`config.mk`:
```
export PLATFORM = sky130hd
export DESIGN_NAME = fifo_synch_flush
export DESIGN_NICKNAME = d
export VERILOG_FILES = /design/src/rtl/fifo_synch_flush.sv
export SDC_FILE = /design/constraint.sdc
export NUM_CORES = 1
export LEC_CHECK = 0
export BUFFER_PORTS_ARGS = -buffer_cell sky130_fd_sc_hd__buf_2
export CORE_AREA = 3 3 211 192
export DETAILED_ROUTE_END_ITERATION = 8
export DIE_AREA = 0 0 214 195
export HOLD_SLACK_MARGIN = 0.03
export PLACE_DENSITY_LB_ADDON = 0.25
export SYNTH_ARGS = -nofsm -noshare
export SYNTH_HDL_FRONTEND = slang
export SYNTH_SLANG_ARGS = --single-unit
```
`constraint.sdc`:
```
create_clock -name clk -period 6.02 [get_ports clk]
set_input_delay 1.204 -clock clk [delete_from_list [all_inputs] [get_ports clk]]
set_output_delay 1.204 -clock clk [all_outputs]
set_load 0.05 [all_outputs]
```
`src/rtl/fifo_synch_flush.sv`:
```
// Single-clock show-ahead FIFO with oldest-entry flush, occupancy level, almost flags and error pulses.
// Pushes when full and pops when empty are dropped and flagged one cycle later; flags depend only on registered pointers.
module fifo_synch_flush #(
  parameter int DATA_WIDTH    = 8,
  parameter int POINTER_WIDTH = 6,
  parameter int AFULL_THRESH  = (1 << POINTER_WIDTH) - 4,
  parameter int AEMPTY_THRESH = 4
) (
  input  logic                     clk,
  input  logic                     rst,
  input  logic [DATA_WIDTH-1:0]    data_in,
  input  logic                     push,
  input  logic                     pop,
  input  logic                     flush,
  input  logic [POINTER_WIDTH:0]   flush_size,
  output logic [DATA_WIDTH-1:0]    data_out,
  output logic                     full,
  output logic                     empty,
  output logic [POINTER_WIDTH:0]   level,
  output logic                     almost_full,
  output logic                     almost_empty,
  output logic                     overflow,
  output logic                     underflow
);

  localparam int DEPTH = 1 << POINTER_WIDTH;
  localparam logic [POINTER_WIDTH:0] DEPTH_LVL = {1'b1, {POINTER_WIDTH{1'b0}}};
  localparam logic [POINTER_WIDTH:0] PTR_ONE   = {{POINTER_WIDTH{1'b0}}, 1'b1};
  localparam logic [POINTER_WIDTH:0] AF_LVL    = (POINTER_WIDTH+1)'(AFULL_THRESH);
  localparam logic [POINTER_WIDTH:0] AE_LVL    = (POINTER_WIDTH+1)'(AEMPTY_THRESH);

  logic [DATA_WIDTH-1:0]  mem [DEPTH];
  logic [POINTER_WIDTH:0] wr_ptr;
  logic [POINTER_WIDTH:0] rd_ptr;
  logic [POINTER_WIDTH:0] flush_n;
  logic                   push_ok;
  logic                   pop_ok;

  // Pointers carry an extra wrap bit, so the raw difference is the occupancy.
  assign level        = wr_ptr - rd_ptr;
  assign full         = (level == DEPTH_LVL);
  assign empty        = (level == '0);
  assign almost_full  = (level >= AF_LVL);
  assign almost_empty = (level <= AE_LVL);
  assign data_out     = mem[rd_ptr[POINTER_WIDTH-1:0]];

  assign push_ok = push && !full;
  assign pop_ok  = pop && !empty && !flush;

  always_comb begin
    flush_n = level;
    if (flush_size != '0 && flush_size <= level)
      flush_n = flush_size;
  end

  always_ff @(posedge clk or posedge rst) begin
    if (rst) begin
      wr_ptr    <= '0;
      rd_ptr    <= '0;
      overflow  <= 1'b0;
      underflow <= 1'b0;
    end else begin
      if (push_ok)
        wr_ptr <= wr_ptr + PTR_ONE;
      // Flush wins over pop; the same-cycle push lands behind the flushed range.
      if (flush)
        rd_ptr <= rd_ptr + flush_n;
      else if (pop_ok)
        rd_ptr <= rd_ptr + PTR_ONE;
      overflow  <= push && full;
      underflow <= pop && empty && !flush;
    end
  end

  always_ff @(posedge clk) begin
    if (push_ok && !rst)
      mem[wr_ptr[POINTER_WIDTH-1:0]] <= data_in;
  end

endmodule

```
==> results of run 1 <==
[worst reg2reg max path, cell delays in order, from the launching register on]
cell and delay (ps):
sky130_fd_sc_hd__dfrtp_1 460, sky130_fd_sc_hd__ha_1 410, sky130_fd_sc_hd__nor2_1 70, sky130_fd_sc_hd__a21oi_1 310
sky130_fd_sc_hd__xor2_4 210, sky130_fd_sc_hd__inv_1 100, sky130_fd_sc_hd__ha_1 320, sky130_fd_sc_hd__a21oi_1 160
sky130_fd_sc_hd__a21oi_1 90, sky130_fd_sc_hd__maj3_1 380, sky130_fd_sc_hd__a31oi_1 250, sky130_fd_sc_hd__a21oi_1 120
sky130_fd_sc_hd__a311o_1 330, sky130_fd_sc_hd__ha_1 220, sky130_fd_sc_hd__fa_1 430, sky130_fd_sc_hd__a21o_1 170
sky130_fd_sc_hd__a21oi_1 200, sky130_fd_sc_hd__nand2b_1 140, sky130_fd_sc_hd__o2bb2ai_1 180, sky130_fd_sc_hd__mux2i_1 120
sky130_fd_sc_hd__a221oi_1 290, sky130_fd_sc_hd__xnor2_1 160
[cells in the mapped netlist (3+ instances only)]
| library cell | n |
|---|---|
| sky130_fd_sc_hd__a21o_1 | 11 |
| sky130_fd_sc_hd__a21oi_1 | 14 |
| sky130_fd_sc_hd__a31oi_1 | 11 |
| sky130_fd_sc_hd__and3_1 | 7 |
| sky130_fd_sc_hd__buf_1 | 13 |
| sky130_fd_sc_hd__buf_2 | 15 |
| sky130_fd_sc_hd__clkbuf_1 | 24 |
| sky130_fd_sc_hd__dfrtp_1 | 16 |
| sky130_fd_sc_hd__edfxtp_1 | 512 |
| sky130_fd_sc_hd__ha_1 | 17 |
| sky130_fd_sc_hd__inv_1 | 19 |
| sky130_fd_sc_hd__mux2i_1 | 6 |
| sky130_fd_sc_hd__mux4_2 | 162 |
| sky130_fd_sc_hd__nand2_1 | 44 |
| sky130_fd_sc_hd__nand3_1 | 11 |
| sky130_fd_sc_hd__nand4_1 | 3 |
| sky130_fd_sc_hd__nor2_1 | 77 |
| sky130_fd_sc_hd__nor2b_1 | 4 |
| sky130_fd_sc_hd__nor3_1 | 3 |
| sky130_fd_sc_hd__xnor2_1 | 5 |
| sky130_fd_sc_hd__xor2_1 | 11 |
[power groups by stage]
stage	clock network [uW]	logic [uW]	registers [uW]
2_1_floorplan	0	3710	4280
3_3_place_gp	0	4930	4340
3_5_place_dp	0	4950	4340
4_1_cts	3070	4980	4270
5_1_grt	3230	5290	4280
6_report	3020	4960	4270
[through the flow]
step                instances  setup WS [ps]  hold WS [ps]
floorplan                1032           2.67           461
global placement         1558           1060           495
detailed placement       1558            882           492
CTS                      1651            450           500
global route             1651            263           515
finish                   1652            500           498
[worst paths after layout]
check,start,endpoint,slack (ps),depth (start not counted)
min,wr_ptr[6]$_DFFE_PP0P_,wr_ptr[6]$_DFFE_PP0P_,500,1
max in group asynchronous,rst,rd_ptr[1]$_DFFE_PP0P_,4760,2
min in group asynchronous,rst,wr_ptr[4]$_DFFE_PP0P_,750,2
min reg2reg,wr_ptr[6]$_DFFE_PP0P_,wr_ptr[6]$_DFFE_PP0P_,500,1
max,rd_ptr[0]$_DFFE_PP0P_,data_out[5],500,6
max reg2reg,wr_ptr[2]$_DFFE_PP0P_,rd_ptr[6]$_DFFE_PP0P_,810,21
[layout make-up]
| type | instances | area [sq um] | area share |
|---|---|---|---|
| Clock inverter | 26 | 218 | 0.00916 |
| Inverter | 21 | 78.8 | 0.00332 |
| Tap cell | 525 | 657 | 0.0276 |
| Multi-Input combinational cell | 429 | 5350 | 0.225 |
| Timing Repair Buffer | 55 | 338 | 0.0142 |
| Antenna cell | 1 | 2.50 | 0.000105 |
| Clock buffer | 67 | 1350 | 0.0566 |
| Sequential cell | 528 | 15800 | 0.664 |
[layer usage]
layer | GRT usage | wire length, microns | vias up
met2 | 0.329 | 20600 | 443
li1 | - | - | 4363
met4 | 0.0528 | 990 | 2
met1 | 0.336 | 19400 | 5389
met5 | 0 | 13 | -
met3 | 0.0563 | 4110 | 70
[state kept, by name (all words and copies together), names as in the netlist]
signal	flops
mem	512
overflow	1
rd_ptr	7
underflow	1
wr_ptr	7
[cell families after synthesis]
family                     count (synthesis)  share of synthesized area
DFF                                      528                      0.737
muxes                                    171                      0.175
and+or+nand+nor                          166                     0.0351
buffers and inverters                     75                     0.0146
AOI/OAI and AO/OA                         56                     0.0196
adders and majority gates                 20                     0.0123
xor gates and xnor gates                  16                    0.00655
==> impl_results.md, run 1 <==
* Status: finished, final reports clean
* Post-CTS setup buffer count at 0
* Core Region at 38400 sq um
* Placer's final routability congestion estimate at 0.827
* Setup repair after global routing missed its margin: no
* Number of warning messages in the yosys log at 0
* Number of enable flip-flop cells after synthesis at 512
* Top achievable clock speed at 0.181 GHz
* Fraction of power consumed by sequential logic at 0.349
* Most frequent standard cell in the layout excluding fill and tap cells: sky130_fd_sc_hd__edfxtp_1
* Internal power at 7850 uW
* Main synth FF type: sky130_fd_sc_hd__edfxtp_1
* Total clock buffers created by CTS at 51
* Average detailed-routed wire length per instance at 27.3 microns
* Family with the most delay on the worst path: multiplexers
* Die Ht at 195 microns
* Final cell utilization of the core at 0.620
* Number of design-rule violations left by the first detailed-router iteration at 1116
* Sequential area share after synthesis at 0.737
* Biggest area consumer among synthesized cells: sky130_fd_sc_hd__edfxtp_1
* Htree depth at 2
* Mapped Area at 21400 sq um
* Final count of pins violating max slew at 0
* Share of the clock period used by the worst path after layout at 0.917
* Total iterations of the first detailed-routing run at 5
* Fill cell total of the finished layout at 2631
* Effective utilization at floorplan at 0.558
* Grt ovf at 0
* CTS-repair resized insts at 0
* Clock tree from TritonCTS: yes
* Register bit count reported by yosys at 528
* DR DRC count at 0
* Register clock-pin slew on the reported worst setup and hold paths at 60 ps
* Wire length of the first global-routing pass at 68700 microns
* Largest stage delay, worst path at 630 ps
* Antenna violations before repair at 1
* Width of the chip at 214 microns
* Leakage power of the design at 0.00765 uW
* Number of clock sinks at 528
* Power density over cell area at 515 nW/um^2
* Most used cells in the layout excluding fill and tap cells: 512 x sky130_fd_sc_hd__edfxtp_1, 162 x sky130_fd_sc_hd__mux4_2, 77 x sky130_fd_sc_hd__nor2_1, 51 x sky130_fd_sc_hd__clkbuf_16, 44 x sky130_fd_sc_hd__nand2_1
* Total Routed Length at 45000 microns
* Fraction of layout cells with a size suffix above 1 at 0.268
* Nets in the synthesized netlist at 1071
* Arrival time at the worst endpoint at 4320 ps
* Via count of the first global-routing pass at 10400
* Die footprint at 41700 sq um
* Worst endpoint required time at 4820 ps
* CP Max Fanout at 104
* Maximum clock insertion buffer count at 3
* Overall power at 12300 uW
* Synth cell types at 58
* Dominant cells by area after synthesis: sky130_fd_sc_hd__edfxtp_1 72%, sky130_fd_sc_hd__mux4_2 17%, sky130_fd_sc_hd__dfrtp_1 1.9%
* Synth-to-Final Area Change at 11.0%
* Startpoint type of the worst setup path: register
* Setup TNS after final layout at 0 ps
* Hold_buf cts at 0
* Latest clock arrival within the worst-skew pair at 560 ps
* Port buffer count at 40
* Number of hold-slack violations in the final timing report at 0
* Gate count after technology mapping at 1032
* Largest net degree at the start of global routing at 132
* Share of the synthesized area in the top cell type at 0.718
* Class of the most critical setup path: reg2out
* Worst clock skew at 16.6 ps
* Comb power frac at 0.405
* Post-route antenna net violation count at 0
* Via total after detailed routing at 10300
* Post-place instance area at 22200 sq um
* Most frequent cell on the critical path: sky130_fd_sc_hd__mux4_2
* Worst path bufs/invs at 3
* Final setup violation count at 0
* Critical-path top delay cell: sky130_fd_sc_hd__mux4_2
* Sw Ratio at 0.359
* Hold/Removal Path Class: reg2reg
* Transition time at the pin with the least slew margin at 1260 ps
* Worst slew slack as a fraction of its limit at 0.161
* Net switching component of the power at 4400 uW
* IO Pins at 41
* Max capacitance violation total at 0
* Peak ir drop on the vdd network at 703 uV
* Post-layout min period at 5520 ps
* Post-synthesis area per instance at 20.7 sq um
* Total Routing Usage GR at 0.221
* Final #Nets at 1125
* Element type at the critical path end: output pin
* Post-synthesis async set-or-reset flop share at 0.0303
* Final design instance area without fill at 23800 sq um
* Cell breakdown of the critical path: buf_12 > buf_4 > mux4_2 > mux4_2 > mux4_2 > buf_2
* HPWL after detailed placement at 26200 microns
* Share of power burned in the clock network at 0.246
* Root buffer cell: sky130_fd_sc_hd__clkbuf_16
* Via density per instance at 6.21
* Std cell rows at 68
No activity file was read; power rests on OpenSTA's default activity.
==> run 2, diff against run 1 <==
--- a/config.mk
+++ b/config.mk
@@ -9,6 +9,7 @@
 export CORE_AREA = 3 3 211 192
 export DETAILED_ROUTE_END_ITERATION = 8
 export DIE_AREA = 0 0 214 195
+export GPL_TIMING_DRIVEN = 0
 export HOLD_SLACK_MARGIN = 0.03
 export PLACE_DENSITY_LB_ADDON = 0.25
 export SYNTH_ARGS = -nofsm -noshare
==> constraint.sdc (replaced) <==
create_clock -name clk -period 4.8 [get_ports clk]
set_input_delay 0.96 -clock clk [delete_from_list [all_inputs] [get_ports clk]]
set_output_delay 0.96 -clock clk [all_outputs]
set_load 0.05 [all_outputs]
==> impl_results.md, run 2 (same netlist as run 1, synthesis figures left out) <==
* Status: finished, final reports clean
* Critical R2R Launch: rd_ptr[2]$_DFFE_PP0P_
* Total Routing Usage GR at 0.233 (+0.0118)
* Worst R2R Path Depth at 23 (+9.5%)
* Most used cells in the layout excluding fill and tap cells: 512 x sky130_fd_sc_hd__edfxtp_1, 162 x sky130_fd_sc_hd__mux4_2, 74 x sky130_fd_sc_hd__nor2_1, 54 x sky130_fd_sc_hd__clkbuf_16, 48 x sky130_fd_sc_hd__buf_2
* Setup repair after global routing missed its margin: yes
* Clock tree from TritonCTS: yes
* Share of power burned in the clock network at 0.234 (-0.012)
* Timing startpoint of the critical path: rd_ptr[2]$_DFFE_PP0P_
* Core Region at 38400 sq um (unchanged)
* Arrival time at the worst endpoint at 5220 ps (+900 ps)
* Element type at the critical path end: register
* DR DRC count at 0 (unchanged)
* Wire length of the first global-routing pass at 70600 microns (+2.8%)
* Final setup violation count at 0 (unchanged)
* Max reg flops at 512 (unchanged)
* Launch point of the worst hold path: wr_ptr[6]$_DFFE_PP0P_
* Share of the clock period used by the worst path after layout at 0.996
* Final count of pins violating max slew at 0 (unchanged)
* Die Ht at 195 microns (unchanged)
* Max capacitance violation total at 0 (unchanged)
* Fraction of power consumed by sequential logic at 0.324 (-0.025)
* Post-route antenna net violation count at 0 (unchanged)
* CP Max Fanout at 4 (-96%)
* Antenna violations before repair at 0 (-1)
* Placer's final routability congestion estimate at 0.832 (+0.57%)
* Root buffer cell: sky130_fd_sc_hd__clkbuf_16
* Sw Ratio at 0.364 (+0.00542)
* Effective utilization at floorplan at 0.558 (unchanged)
* Comb power frac at 0.443 (+0.038)
* Top achievable clock speed at 0.209 GHz
* Worst clock skew at 25.8 ps (+9.14 ps)
* Worst setup timing slack at the placement stage at -929 ps (-1810 ps)
* Peak ir drop on the vdd network at 845 uV (+20%)
* Total Routed Length at 48100 microns (+6.8%)
* Leakage power of the design at 0.00790 uW (+3.2%)
* Final cell utilization of the core at 0.637 (+0.0173)
* Power density over cell area at 674 nW/um^2 (+31%)
* Fill cell total of the finished layout at 2551 (-3.0%)
* Die footprint at 41700 sq um (unchanged)
* Transition time at the pin with the least slew margin at 1290 ps (+27.1 ps)
* IO Pins at 41 (unchanged)
* Register clock-pin slew on the reported worst setup and hold paths at 60 ps (about the same)
* Class of the most critical setup path: reg2reg
* Synth-to-Final Area Change at 14.1%
* Via count of the first global-routing pass at 10700 (+2.8%)
* Worst endpoint required time at 5240 ps (+420 ps)
* R2R setup slack at 20 ps (-790 ps)
* Startpoint type of the worst setup path: register
* Hold/Removal Path Class: reg2reg
* Latest clock arrival within the worst-skew pair at 580 ps (+20 ps)
* Std cell rows at 68 (unchanged)
* Grt ovf at 0 (unchanged)
* Largest net degree at the start of global routing at 65 (-51%)
* HPWL after detailed placement at 30600 microns (+17%)
* Worst slew slack as a fraction of its limit at 0.142 (-0.0181)
* Maximum clock insertion buffer count at 3 (unchanged)
* Most frequent standard cell in the layout excluding fill and tap cells: sky130_fd_sc_hd__edfxtp_1
* Port buffer count at 40 (unchanged)
* Fraction of layout cells with a size suffix above 1 at 0.322 (+0.0536)
* Setup crit end: rd_ptr[6]$_DFFE_PP0P_
* Setup TNS after final layout at 0 ps (unchanged)
* Number of design-rule violations left by the first detailed-router iteration at 1442 (+29%)
* Internal power at 10500 uW (+33%)
* Htree depth at 2 (unchanged)
* Average detailed-routed wire length per instance at 28.1 microns (+3.2%)
* Area of the multi-input gates at 5560 sq um (+3.9%)
* Worst r2r dst: rd_ptr[6]$_DFFE_PP0P_
* Via density per instance at 6.25 (+0.64%)
* Total clock buffers created by CTS at 52 (+2.0%)
* Net switching component of the power at 6000 uW (+36%)
* Number of hold-slack violations in the final timing report at 0 (unchanged)
* Number of clock sinks at 528 (unchanged)
* Post-route setup slack at 19.5 ps (-480 ps)
* Hold_buf cts at 0 (unchanged)
* Width of the chip at 214 microns (unchanged)
* Post-layout min period at 4780 ps
* Final #Nets at 1184 (+5.2%)
* Total iterations of the first detailed-routing run at 5 (unchanged)
* Combined flip-flop and latch cell area at 15800 sq um (about the same)
* Number of antenna diodes at 0 (-1)
* Via total after detailed routing at 10700 (+4.1%)
==> run 2: cell types whose count changed in the layout (fill, tap and decap cells not counted), moves of 6 or more <==
| cell | before | now |
|---|---|---|
| sky130_fd_sc_hd__clkinv_1 | 14 | 7 |
| sky130_fd_sc_hd__clkbuf_2 | 0 | 6 |
| sky130_fd_sc_hd__ha_4 | 0 | 6 |
| sky130_fd_sc_hd__inv_1 | 19 | 12 |
| sky130_fd_sc_hd__buf_2 | 40 | 48 |
| sky130_fd_sc_hd__buf_4 | 13 | 29 |
| sky130_fd_sc_hd__clkbuf_1 | 15 | 30 |
| sky130_fd_sc_hd__ha_1 | 17 | 10 |
==> run 2: layer usage <==
layer,share of wire,global-route usage
met2,0.47,0.352
met5,0,0
met1,0.41,0.344
met4,0.030,0.0776
met3,0.090,0.0518
==> run 2: cell type report <==
type | count | area share
multi-input cells | 429 | 0.227
flip-flops and latches | 528 | 0.646
clock inverters | 18 | 0.00620
well taps | 525 | 0.0269
inverters | 21 | 0.00399
plain buffers | 49 | 0.0142
clock buffers | 75 | 0.0593
repair buffers | 64 | 0.0162
==> run 2: worst max-delay path, stage by stage, from the launching register on <==
cell and delay [ps]:
sky130_fd_sc_hd__dfrtp_1 400, sky130_fd_sc_hd__buf_8 150, sky130_fd_sc_hd__clkinvlp_4 110, sky130_fd_sc_hd__ha_4 320
sky130_fd_sc_hd__nor2_4 40, sky130_fd_sc_hd__a21oi_4 170, sky130_fd_sc_hd__xor2_4 170, sky130_fd_sc_hd__inv_2 80
sky130_fd_sc_hd__ha_4 270, sky130_fd_sc_hd__and4_1 210, sky130_fd_sc_hd__a21oi_2 40, sky130_fd_sc_hd__maj3_2 340
sky130_fd_sc_hd__o211ai_1 230, sky130_fd_sc_hd__a21oi_1 90, sky130_fd_sc_hd__a311o_1 340, sky130_fd_sc_hd__ha_2 200
sky130_fd_sc_hd__fa_2 380, sky130_fd_sc_hd__a21o_1 200, sky130_fd_sc_hd__a21oi_2 150, sky130_fd_sc_hd__nand2b_4 150
sky130_fd_sc_hd__o2bb2ai_4 130, sky130_fd_sc_hd__mux2i_1 100, sky130_fd_sc_hd__a221oi_2 260, sky130_fd_sc_hd__xnor2_1 110
==> run 2: how the worst min path moves through the flow <==
stage / slack (ps) / cells after the start / endpoint
after floorplan: 460 / 1 / rd_ptr[6]$_DFFE_PP0P_
after global placement: 470 / 1 / rd_ptr[6]$_DFFE_PP0P_
after detailed placement: 480 / 1 / wr_ptr[6]$_DFFE_PP0P_
after CTS: 490 / 1 / wr_ptr[6]$_DFFE_PP0P_
after global routing: 510 / 1 / wr_ptr[6]$_DFFE_PP0P_
final: 490 / 1 / wr_ptr[6]$_DFFE_PP0P_
==> run 2: per-stage QoR <==
stage | instances | area, sq um | total power, uW | hold slack, ps
5_1_grt | 1709 | 24400 | 17100 | 510
2_1_floorplan | 1032 | 21600 | 10300 | 456
3_3_place_gp | 1597 | 22500 | 12000 | 472
6_report | 1709 | 24400 | 16500 | 488
3_5_place_dp | 1597 | 22500 | 12100 | 481
4_1_cts | 1705 | 24400 | 16300 | 489
==> run 2: what timing repair did <==
action / CTS / global route
pin swaps: 10 / 19
endpoints found under the setup margin: 192 / 12
buffers inserted: 16 / 8
gates resized for setup: 48 / 23
==> run 2: power by group through the flow <==
stage	clock (uW)	sequential, uW	combinational [uW]
after global placement	0	5410	6620
after floorplan	0	5380	4960
after CTS	3900	5320	7110
after global routing	4080	5340	7700
after detailed placement	0	5420	6720
final	3850	5330	7290
